$ cat src/rtl/demux1a8_buffered.sv
// Routes one N-bit producer stream into eight one-entry lane buffers, each
// with its own valid/ready handshake; broadcast writes every lane at once.
module demux1a8_buffered #(
   parameter int N = 32
) (
   input  logic           clk,
   input  logic           reset,
   input  logic           in_valid,
   output logic           in_ready,
   input  logic [N-1:0]   data_in,
   input  logic [2:0]     control,
   input  logic           bcast,
   output logic [7:0]     out_valid,
   input  logic [7:0]     out_ready,
   output logic [8*N-1:0] out_data,
   output logic [3:0]     occupancy
);

   logic [7:0]   valid_reg;
   logic [7:0]   valid_next;
   logic [7:0]   lane_free;
   logic [7:0]   wr_en;
   logic [N-1:0] data_reg [8];
   logic [3:0]   occ_reg;
   logic [3:0]   occ_next;
   logic         accept;

   // A lane can take a word if it is empty or is being emptied this cycle.
   assign lane_free = ~valid_reg | out_ready;
   assign in_ready  = !reset && (bcast ? (&lane_free) : lane_free[control]);
   assign accept    = in_valid && in_ready;
   assign wr_en     = !accept ? 8'h00 : (bcast ? 8'hFF : (8'h01 << control));

   genvar gi;
   generate
      for (gi = 0; gi < 8; gi++) begin : g_lane
         // Write wins over drain so a same-cycle drain and refill keeps the lane valid.
         assign valid_next[gi] = wr_en[gi] ? 1'b1
                               : (out_ready[gi] ? 1'b0 : valid_reg[gi]);

         always_ff @(posedge clk) begin
            if (reset) begin
               data_reg[gi] <= '0;
            end else if (wr_en[gi]) begin
               data_reg[gi] <= data_in;
            end
         end

         assign out_data[gi*N +: N] = data_reg[gi];
      end
   endgenerate

   always_comb begin
      occ_next = 4'd0;
      for (int i = 0; i < 8; i++) begin
         occ_next = occ_next + {3'd0, valid_next[i]};
      end
   end

   always_ff @(posedge clk) begin
      if (reset) begin
         valid_reg <= 8'h00;
         occ_reg   <= 4'd0;
      end else begin
         valid_reg <= valid_next;
         occ_reg   <= occ_next;
      end
   end

   assign out_valid = valid_reg;
   assign occupancy = occ_reg;

endmodule

$ cat config.mk
export PLATFORM = sky130hd
export DESIGN_NAME = demux1a8_buffered
export DESIGN_NICKNAME = d
export VERILOG_FILES = /design/src/rtl/demux1a8_buffered.sv
export SDC_FILE = /design/constraint.sdc
export NUM_CORES = 1
export LEC_CHECK = 0
export ABC_AREA = 1
export BUFFER_PORTS_ARGS = -buffer_cell sky130_fd_sc_hd__buf_2
export CAP_MARGIN = 40
export CORE_MARGIN = 5
export CORE_UTILIZATION = 30
export CTS_CLUSTER_SIZE = 25
export DETAILED_ROUTE_END_ITERATION = 16
export HOLD_SLACK_MARGIN = 0.12
export PLACE_DENSITY_LB_ADDON = 0.25
export SLEW_MARGIN = 0
export SYNTH_ARGS = -nofsm -noshare
export SYNTH_HDL_FRONTEND = slang
export SYNTH_SLANG_ARGS = --single-unit
$ cat constraint.sdc
create_clock -name clk -period 6.4 [get_ports clk]
set_input_delay 0.32 -clock clk [delete_from_list [all_inputs] [get_ports clk]]
set_output_delay 0.32 -clock clk [all_outputs]
set_load 0.01 [all_outputs]
==> impl_metrics.yaml <==
final_layout:
  fin_util: 0.4009
  largest_reg_flops: 256
  final_cell_mix: "315 x buf_2, 272 x nor2_1, 256 x edfxtp_1, 53 x inv_1, 32 x clkbuf_16"
  antenna_cells: 0
  layout.nets: 1094
  drive_above_1_share: 0.3759
  final_common_cell: "buf_2"
  area.growth.synth_to_final_pct: 31.66
critical_path:
  r2r_slack_ps: 2600
  required_ps: 6820
  critical_path.startpoint: "out_ready[6]"
  r2r-start: "out_valid[5]"
  rr_endpoint: "occupancy[2]"
  arrival_ps: 4300
  critPathCaptureType: "flip-flop"
  criticalPathCategory: "in -> reg"
  cp_max_fo: 9
  reg2regPathDepth: 17
  crit_path_end: "occupancy[2]"
  start_kind: "input pin"
clocking:
  worstSkewPairLatency_ps: 540
  clk_pin_slew_ps: 60
  clock_path_buffers: 3
  cts_sinks: 268
  cts_tree: "yes"
  htreeDepth: 1
  clock-root-buffer: "clkbuf_16"
  numCtsBuffers: 30
routing:
  ant_nets: 0
  wl_per_cell_um: 19.88
  vias_per_cell: 4.315
  drtIter0Drc: 389
  drc: 0
  drt-pass1-iter-count: 4
  wirelength_um: 29940
  via_count: 6499
synthesis:
  synth_seq_cells: 268
  syn_inst: 696
  synthTopCellsByArea: "edfxtp_1 77%, nor2_1 10%, buf_6 2.7%"
  synthDistinctLibCells: 20
  async_flop_share: 0
  yosys_warnings: 0
  syn_area_sq_um: 9932
  synth_top_cell_by_area: "edfxtp_1"
  synth_top_area_frac: 0.7740
  synth.avg_cell_area_sq_um: 14.27
  synth_seq_area_share: 0.7982
  synth_enable_flop_cells: 256
  syn_nets: 750
  ys.flop_type: "edfxtp_1"
power:
  p_leak_nw: 5.907
  peakVddDrop_uv: 230.3
  powerDensity_nw_per_um2: 318.6
sta:
  post-route-min-period_ps: 3878
  fin_tns_setup_ps: 0
  maxSlewHeadroom: 0.5532
  final-hold-violation-count: 0
  min_period_over_period: 0.6060
  skew_ps: 6.957
  slew_violations: 0
  max_freq_ghz: 0.2579
  rsz0062_at_grt: "no"
  tightest_slew_ps: 668.6
  setup_viol: 0
placed_design:
  portBuffers: 315
  dp_hpwl_um: 20610
  gp_congestion: 0.8108
global_routing:
  antenna_found_initial: 0
  grt_pass1_vias: 6711
  track_usage: 0.1558
  grt_pass1_wl_um: 43080
  grt_max_degree: 35
  gr-total-overflow: 0
outcome:
  status: "complete, no violations"
floorplan:
  core_area_sq_um: 32620
  fp.dieH_um: 192.0
  die_x_um: 192.0
  num_rows: 66
  start_util: 0.3045
  ioPinCount: 316
  die_area_sq_um: 36840
min_path:
  hold_path_class: "in -> reg"
job:
  drv_cap: 0
repair_timing:
| item | CTS | global route |
|---|---|---|
| setup buffers | 0 | 0 |
| endpoints found under the hold margin | 8 | 0 |
| gates resized for setup | 0 | 0 |
| hold buffers | 7 | 0 |
| setup endpoints to repair | 0 | 0 |
how the worst min path moves through the flow:
stage / endpoint / startpoint / slack, ps / cells past startpoint
global route: out_valid[5] / out_ready[5] / 160 / 4
global placement: out_valid[1] / out_valid[1] / 530 / 2
detailed placement: out_valid[1] / out_valid[1] / 520 / 2
finish: out_valid[5] / out_ready[5] / 160 / 4
CTS: out_valid[5] / out_ready[5] / 120 / 4
floorplan: out_valid[7] / reset / 390 / 1
metrics by stage:
step	worst slack (ps)	hold WS (ps)	power, W	instance area [sq um]	instances
after floorplan	2576	389.1	0.002334	9932	696
after global placement	2607	526.3	0.002549	11860	1435
after detailed placement	2511	523.7	0.002571	12050	1443
after CTS	2586	123.5	0.004221	13080	1506
after global routing	2343	159.2	0.004324	13080	1506
final	2522	156.3	0.004166	13080	1506
cells in the mapped netlist (2+ instances only):
cell,instances
a21oi_1,9
buf_6,24
dfxtp_1,12
edfxtp_1,256
fa_1,4
ha_1,3
inv_1,53
nand2_1,36
nand3_1,2
nand4_1,2
nand4_2,8
nor2_1,272
o21ai_0,8
worst max-delay path, stage by stage:
cell and delay, ps:
dlygate4sd3_1 520, buf_2 90, inv_1 30, nand2_1 130
nand2_1 70, nor2_1 120, nand2_1 110, a21oi_4 330
nand4_2 160, nand2_1 110, fa_1 440, fa_1 510
inv_1 50, fa_1 450, inv_1 70, ha_1 170
inv_1 60, fa_1 370, xor2_1 140, nor2_1 50
kinds of logic after synthesis:
family | Yosys count | synth area share
simple gates | 322 | 0.1304
flops | 268 | 0.7982
buf+inv | 80 | 0.04850
compound gates | 18 | 0.01020
fa+ha+maj | 7 | 0.01184
xor+xnor | 1 | 0.0008820
per-layer routing:
metal,share of wire,wire length (um),up-vias,track usage
li1,-,-,3037,-
met1,0.42,12620,3156,0.2027
met2,0.48,14240,269,0.2611
met5,0,0,-,0
met3,0.081,2436,37,0.04326
met4,0.021,637,0,0.03508
final cells by class:
class / instances / area, sq um
flip-flops and latches: 268 / 7928
repair buffers: 338 / 1889
well taps: 442 / 553.0
multi-input cells: 348 / 1543
fillers: 3142 / 19540
inverters: 54 / 202.7
clock buffers: 38 / 833.3
clock inverters: 18 / 127.6
where the power goes:
| part | switching [W] | internal, W |
|---|---|---|
| Clock | 0.000711 | 0.000930 |
| Sequential | 0.0000360 | 0.00206 |
| Combinational | 0.000294 | 0.000138 |
| Total | 0.00104 | 0.00313 |
Power figures use the tool's default switching activity.
